`config.mk`:
```
export PLATFORM = sky130hd
export DESIGN_NAME = c_fetch_align_ctrl
export DESIGN_NICKNAME = d
export VERILOG_FILES = /design/src/rtl/c_fetch_align_ctrl.sv
export SDC_FILE = /design/constraint.sdc
export NUM_CORES = 1
export LEC_CHECK = 0
export CAP_MARGIN = 10
export CORE_MARGIN = 1.5
export CORE_UTILIZATION = 40
export DETAILED_ROUTE_END_ITERATION = 6
export PLACE_DENSITY_LB_ADDON = 0.15
export SETUP_SLACK_MARGIN = 0.4
export SYNTH_ARGS = -nofsm -noshare
export SYNTH_HDL_FRONTEND = slang
export SYNTH_SLANG_ARGS = --single-unit
```
`constraint.sdc`:
```
create_clock -name clk -period 5.1 [get_ports clk]
set_input_delay 0.51 -clock clk [delete_from_list [all_inputs] [get_ports clk]]
set_output_delay 0.51 -clock clk [all_outputs]
set_load 0.02 [all_outputs]
```
`src/rtl/c_fetch_align_ctrl.sv`:
```
// Fetch aligner: 32-bit I-cache words -> halfword ring -> one 16/32-bit instruction per valid&&ready.
// Fetch-to-decode latency 1 cycle (0 with ALIGN_BYPASS_EN); a nearly full ring stops requests, decode stall holds outputs.
module c_fetch_align_ctrl #(
  parameter logic [31:0] RESET_PC = 32'h0000_0000,
  parameter int          BUF_HW   = 4
) (
  input  logic        clk,
  input  logic        reset,
  input  logic        branch_taken_i,
  input  logic [31:0] branch_target_i,
  output logic        icache_req_o,
  output logic [31:0] icache_addr_o,
  input  logic        icache_valid_i,
  input  logic [31:0] icache_data_i,
  output logic        inst_valid_o,
  input  logic        inst_ready_i,
  output logic [31:0] inst_o,
  output logic [31:0] pc_o,
  output logic        is_compressed_o,
  output logic        misaligned_o
);

  localparam int PW = $clog2(BUF_HW);
  localparam int CW = PW + 1;

  typedef enum logic [1:0] {F_IDLE, F_WAIT, F_DROP} fstate_t;

  logic [15:0]   buf_q [BUF_HW];
  logic [PW-1:0] rd_q, wr_q;
  logic [CW-1:0] count_q, count_d, avail;
  logic [31:0]   fetch_addr_q, req_addr_q, req_addr_d, pc_q;
  logic          skip_lo_q;
  fstate_t       state_q, state_d;

  logic          resp_take, bypass, accept, out_comp;
  logic [15:0]   out_hw0, out_hw1, push_hw0, push_hw1;
  logic [1:0]    push_n, pop_n, inst_len;

  assign resp_take = (state_q == F_WAIT) && icache_valid_i && !branch_taken_i;

`ifdef ALIGN_BYPASS_EN
  assign bypass = resp_take && (count_q == '0);
`else
  assign bypass = 1'b0;
`endif

  // Head of the ring, or the live response word when bypassing an empty ring
  always_comb begin
    out_hw0 = buf_q[rd_q];
    out_hw1 = buf_q[rd_q + PW'(1)];
    avail   = count_q;
    if (bypass) begin
      out_hw0 = skip_lo_q ? icache_data_i[31:16] : icache_data_i[15:0];
      out_hw1 = icache_data_i[31:16];
      avail   = skip_lo_q ? CW'(1) : CW'(2);
    end
    out_comp        = (out_hw0[1:0] != 2'b11);
    inst_len        = out_comp ? 2'd1 : 2'd2;
    inst_valid_o    = out_comp ? (avail >= CW'(1)) : (avail >= CW'(2));
    accept          = inst_valid_o && inst_ready_i && !branch_taken_i;
    inst_o          = 32'h0000_0013;
    if (inst_valid_o)
      inst_o = out_comp ? {16'h0000, out_hw0} : {out_hw1, out_hw0};
    is_compressed_o = inst_valid_o && out_comp;
    misaligned_o    = inst_valid_o && !out_comp && pc_q[1];
  end

  always_comb begin
    push_n   = 2'd0;
    push_hw0 = icache_data_i[15:0];
    push_hw1 = icache_data_i[31:16];
    if (resp_take) begin
      if (skip_lo_q) begin
        push_n   = 2'd1;
        push_hw0 = icache_data_i[31:16];
      end else begin
        push_n = 2'd2;
      end
    end
    pop_n = accept ? inst_len : 2'd0;
    // Bypassed halfwords consumed this cycle never enter the ring
    if (bypass && accept) begin
      push_n = push_n - inst_len;
      pop_n  = 2'd0;
      if (!skip_lo_q) push_hw0 = icache_data_i[31:16];
    end
    count_d = count_q + CW'(push_n) - CW'(pop_n);
  end

  always_comb begin
    state_d    = state_q;
    req_addr_d = req_addr_q;
    case (state_q)
      F_IDLE: begin
        if (!branch_taken_i && (count_q <= CW'(BUF_HW - 2))) begin
          state_d    = F_WAIT;
          req_addr_d = fetch_addr_q;
        end
      end
      F_WAIT: begin
        if (branch_taken_i) begin
          state_d = icache_valid_i ? F_IDLE : F_DROP;
        end else if (icache_valid_i) begin
          if (count_d <= CW'(BUF_HW - 4)) req_addr_d = fetch_addr_q + 32'd4;
          else                            state_d    = F_IDLE;
        end
      end
      F_DROP: begin
        if (icache_valid_i) state_d = F_IDLE;
      end
      default: state_d = F_IDLE;
    endcase
  end

  assign icache_req_o  = (state_q != F_IDLE);
  assign icache_addr_o = req_addr_q;
  assign pc_o          = pc_q;

  always_ff @(posedge clk) begin
    if (reset) begin
      state_q      <= F_IDLE;
      req_addr_q   <= {RESET_PC[31:2], 2'b00};
      fetch_addr_q <= {RESET_PC[31:2], 2'b00};
      skip_lo_q    <= RESET_PC[1];
      pc_q         <= RESET_PC;
      rd_q         <= '0;
      wr_q         <= '0;
      count_q      <= '0;
    end else begin
      state_q    <= state_d;
      req_addr_q <= req_addr_d;
      if (branch_taken_i) begin
        fetch_addr_q <= branch_target_i & 32'hFFFF_FFFC;
        skip_lo_q    <= branch_target_i[1];
        pc_q         <= branch_target_i & 32'hFFFF_FFFE;
        rd_q         <= '0;
        wr_q         <= '0;
        count_q      <= '0;
      end else begin
        wr_q    <= wr_q + PW'(push_n);
        rd_q    <= rd_q + PW'(pop_n);
        count_q <= count_d;
        if (accept) pc_q <= pc_q + {29'd0, inst_len, 1'b0};
        if (resp_take) begin
          fetch_addr_q <= fetch_addr_q + 32'd4;
          skip_lo_q    <= 1'b0;
        end
      end
    end
  end

  always_ff @(posedge clk) begin
    if (!reset && !branch_taken_i) begin
      if (push_n != 2'd0) buf_q[wr_q]          <= push_hw0;
      if (push_n == 2'd2) buf_q[wr_q + PW'(1)] <= push_hw1;
    end
  end

endmodule

```
==> impl_summary.txt <==
----------------------------------------------------
[Outcome]
  Result of the run ... complete, no violations

[Power and ir drop]
  Logic gate share of total power ... 15.7%
  Cell-internal power ... 2.47 mW
  Sw frac ... 26.7%
  Clock network power share ... 39.6%
  Seq pwr share ... 44.7%
  Total power density per cell area ... 287 nW/um^2
  Switching power of the nets ... 0.902 mW
  Maximum vdd ir drop ... 200 uV
  Static Leakage ... 3.94 nW

[Final layout]
  Share of final-layout standard cells stronger than drive strength 1 ... 16.0%
  Final cell count without fillers ... 1,331
  Number of diodes added for antenna fixing ... 0
  Area Growth Syn to Fin ... 27.3%
  Area of the multi-input gates ... 4870 um^2
  FF/Latch Area ... 3950 um^2
  Commonest non-fill, non-tap cell in the layout ... sky130_fd_sc_hd__clkdlybuf4s50_1
  Number of nets at the end of the flow ... 1,110
  Final-layout fill cell count ... 2,086
  Commonest non-fill, non-tap cells in the layout ... sky130_fd_sc_hd__clkdlybuf4s50_1, sky130_fd_sc_hd__dfxtp_1, sky130_fd_sc_hd__mux2_2, sky130_fd_sc_hd__edfxtp_1, sky130_fd_sc_hd__nor2_1

[Setup path]
  Crit path capture type ... flip-flop
  Maximum fanout encountered on the critical timing path ... 33
  Count of cells along the worst register-to-register path ... 13
  Crit Path Class ... reg -> reg
  Worst Path Required ... 5430 ps
  Worst flop-to-flop path endpoint ... icache_addr_o[26]
  Register-to-register path setup slack ... 810 ps
  Arr. time, crit path ... 4620 ps
  Crit Reg-Reg Startpoint ... rd_q[1]
  Critical Path Source Type ... flip-flop

[Floorplanning]
  Top Ports ... 169
  Full die area ... 24,000 um^2
  Effective utilization at floorplan ... 40.8%
  Placement Rows ... 55
  Die Span Y ... 155 um
  DIE WIDTH ... 155 um
  Placeable core region ... 22,600 um^2

[Placement]
  Port bufs ... 164
  Placed instance count ... 1,299
  Final Wtd Congestion ... 0.808
  Total half-perimeter wirelength after legalization and detailed placement ... 17.5 mm

[Yosys]
  Main combinational cell family by area after synthesis ... multiplexers
  Synthesized area per cell ... 10.3 um^2
  Warning count from the yosys run ... 0
  Sequential element share of the synthesized area ... 42.7%
  Post-synthesis share of cell area spent on and, or, nand and nor gates ... 15.7%
  Parity-gate share of the synthesized area counting xor and xnor cells ... 5.88%
  Count of mapped cells out of synthesis ... 896
  Compound-Gate Fraction of Synth Area ... 13.8%
  Share of cell area taken by muxes after synthesis ... 15.7%
  Fraction of the mapped netlist area in adder cells ... 1.33%
  Most used flip-flop cell after synthesis ... sky130_fd_sc_hd__dfxtp_1
  Register bit count reported by yosys ... 165
  Cell variety after synth ... 58
  Mapped cell area ... 9230 um^2
  Share of synthesized registers carrying an async set or reset ... 0%
  Number of enable-type register cells in the synthesized netlist ... 64

[GRT]
  Antenna violations before repair ... 0
  Sum of overflow across all layers after global routing ... 0
  Pin count of the biggest net entering global routing ... 67
  Global-route wire length before repair ... 39.1 mm
  All-Layer GR Usage ... 21.0%
  Number of global-route vias before repair ... 6,915

[STA]
  Setup repair after global routing missed its margin ... no
  Fin. max-slew vios ... 0
  Transition time at the pin with the least slew margin ... 982 ps
  Period utilisation layout ... 84.2%
  Highest clock frequency the design can meet ... 233 MHz
  Number of hold-slack violations in the final timing report ... 0
  Worst setup skew after layout ... 9.15 ps
  Setup Total Neg Slack ... 0 ps
  Setup Viol. Count Final ... 0
  Clock period minus worst slack ... 4290 ps
  Rel. slew slack ... 34.1%

[Clock network]
  Root Buffer ... sky130_fd_sc_hd__clkbuf_16
  Count of hold buffers inserted by post-cts repair ... 0
  Clock tree from TritonCTS ... yes
  Clock transition time at the flip-flop clock pins of the worst setup and hold paths ... 60 ps
  Total setup buffers inserted after CTS ... 0
  Clk sink count ... 165
  Largest buffer count on any clock path ... 2
  Worst skew pair latency ... 420 ps
  TritonCTS buffer count ... 17
  Number of cells upsized or downsized after cts ... 0
  # H-tree levels ... 4

[Drt]
  Detail Route Antenna Nets ... 0
  Count of vias placed by the detailed router ... 7,383
  Detailed Routing Iterations Pass 1 ... 6
  Detailed-route DRC error count ... 0
  Starting DRT DRC Count ... 366
  Routed Wire Length ... 24.7 mm
  Routed len/inst ... 18.6 um
  Per-cell via count in the routed design ... 5.55

[Job]
  Max-cap violation count ... 0

[Worst hold path]
  Startpoint of the tightest hold check path ... icache_addr_o[2]
  Worst hold path stage count ... 2
  Endpoint of the worst hold-timing path ... icache_addr_o[2]
  Class of the tightest hold or removal check ... reg -> reg

----------------------------------------------------
-- state kept, by name, indices dropped and copies added (netlist names) --
name and cells:
avail 3, buf_q 64, fetch_addr_q 30, icache_addr_o 30, pc_o 31, rd_q 2
skip_lo_q 1, state_q 2, wr_q 2
-- metal layers --
layer	part of all wire, %	up-vias	track usage, %
met1	49	3535	31.0
li1	-	3612	-
met3	5.7	14	3.82
met4	0.91	0	4.90
met5	0	-	0
met2	45	222	31.8
-- synth_stat cells (2+ instances only) --
cell | n | area share, %
sky130_fd_sc_hd__mux2_2 | 64 | 7.8
sky130_fd_sc_hd__o211ai_1 | 3 | 0.24
sky130_fd_sc_hd__o21ai_1 | 5 | 0.27
sky130_fd_sc_hd__edfxtp_1 | 64 | 21
sky130_fd_sc_hd__o21a_1 | 13 | 1.1
sky130_fd_sc_hd__a311oi_1 | 8 | 0.76
sky130_fd_sc_hd__nor4bb_1 | 2 | 0.22
sky130_fd_sc_hd__nor2b_1 | 4 | 0.27
sky130_fd_sc_hd__dfxtp_1 | 101 | 22
sky130_fd_sc_hd__and4_1 | 6 | 0.57
sky130_fd_sc_hd__o21ai_0 | 13 | 0.70
sky130_fd_sc_hd__nand2_1 | 35 | 1.4
sky130_fd_sc_hd__buf_2 | 3 | 0.16
sky130_fd_sc_hd__and4b_1 | 3 | 0.33
sky130_fd_sc_hd__or3_1 | 5 | 0.34
sky130_fd_sc_hd__nor3_1 | 28 | 1.5
sky130_fd_sc_hd__ha_1 | 5 | 0.68
sky130_fd_sc_hd__clkbuf_1 | 60 | 2.4
sky130_fd_sc_hd__xor2_1 | 24 | 2.3
sky130_fd_sc_hd__buf_4 | 3 | 0.24
sky130_fd_sc_hd__a211oi_1 | 29 | 2.4
sky130_fd_sc_hd__a31oi_1 | 2 | 0.14
sky130_fd_sc_hd__a21oi_1 | 33 | 1.8
sky130_fd_sc_hd__or2_2 | 6 | 0.41
sky130_fd_sc_hd__a21boi_0 | 26 | 2.1
sky130_fd_sc_hd__mux4_2 | 32 | 7.8
sky130_fd_sc_hd__a2111oi_0 | 2 | 0.19
sky130_fd_sc_hd__nor2_1 | 58 | 2.4
sky130_fd_sc_hd__and2_1 | 16 | 1.1
sky130_fd_sc_hd__xnor2_1 | 38 | 3.6
sky130_fd_sc_hd__nor4_1 | 25 | 1.7
sky130_fd_sc_hd__nand3_1 | 26 | 1.4
sky130_fd_sc_hd__nand2b_1 | 4 | 0.27
sky130_fd_sc_hd__o31a_1 | 35 | 3.3
sky130_fd_sc_hd__inv_1 | 45 | 1.8
sky130_fd_sc_hd__fa_1 | 3 | 0.65
sky130_fd_sc_hd__nand4_1 | 16 | 1.1
sky130_fd_sc_hd__o2111ai_1 | 2 | 0.19
sky130_fd_sc_hd__and3_1 | 22 | 1.5
sky130_fd_sc_hd__buf_1 | 5 | 0.20
sky130_fd_sc_hd__nor3b_1 | 5 | 0.41
-- per-stage QoR --
stage | worst slack [ps] | util, % | cell area [um^2] | hold slack [ps] | power (mW)
after floorplan | 1200 | - | 9240 | 483 | 1.82
after global placement | 823 | 49.2 | 11100 | 488 | 2.06
after detailed placement | 703 | 49.2 | 11100 | 492 | 2.07
after CTS | 683 | 51.9 | 11700 | 496 | 3.40
after global routing | 417 | 51.9 | 11800 | 511 | 3.51
final | 806 | 51.9 | 11800 | 496 | 3.38
-- cell type report --
| class | count | area share (%) |
|---|---|---|
| sequential | 165 | 33.6 |
| inverter | 45 | 1.44 |
| clock buffer | 18 | 3.65 |
| tap | 285 | 3.03 |
| clock inverter | 14 | 1.48 |
| multi-input combinational | 617 | 41.5 |
| timing repair buffer | 187 | 15.4 |
-- power by group through the flow --
| stage | combinational (mW) | clock [mW] | sequential, mW |
|---|---|---|---|
| 2_1_floorplan | 0.248 | 0 | 1.57 |
| 3_3_place_gp | 0.524 | 0 | 1.54 |
| 3_5_place_dp | 0.529 | 0 | 1.54 |
| 4_1_cts | 0.532 | 1.36 | 1.51 |
| 5_1_grt | 0.575 | 1.42 | 1.52 |
| 6_report | 0.530 | 1.34 | 1.51 |
-- worst max-delay path by stage --
stage          cells after the start                end  slack (ps)    start
5_1_grt                           13  icache_addr_o[23]         420  rd_q[1]
3_3_place_gp                      13  icache_addr_o[23]         820  rd_q[1]
2_1_floorplan                     15  icache_addr_o[21]        1200  rd_q[0]
4_1_cts                           13  icache_addr_o[26]         680  rd_q[1]
3_5_place_dp                      13  icache_addr_o[26]         700  rd_q[1]
6_report                          13  icache_addr_o[26]         810  rd_q[1]
-- worst max-delay path, stage by stage, from the launching register on --
cell	delay, ps
sky130_fd_sc_hd__dfxtp_2	540
sky130_fd_sc_hd__mux4_2	580
sky130_fd_sc_hd__and2_0	290
sky130_fd_sc_hd__nor4_1	590
sky130_fd_sc_hd__xor2_1	200
sky130_fd_sc_hd__ha_1	160
sky130_fd_sc_hd__inv_1	50
sky130_fd_sc_hd__fa_1	370
sky130_fd_sc_hd__xnor2_1	140
sky130_fd_sc_hd__xnor2_1	280
sky130_fd_sc_hd__a41o_4	480
sky130_fd_sc_hd__buf_4	260
sky130_fd_sc_hd__nor2_1	50
sky130_fd_sc_hd__a211oi_1	210
-- logic make-up after synthesis --
kind of cell / Yosys count
AO/OA/AOI/OAI: 178
buffers and inverters: 116
flip-flops: 165
multiplexers: 97
other: 1
AND/OR/NAND/NOR: 269
XOR/XNOR: 62
adder cells (fa/ha/maj): 8
Note: power is estimated with default switching activity, not from simulation.
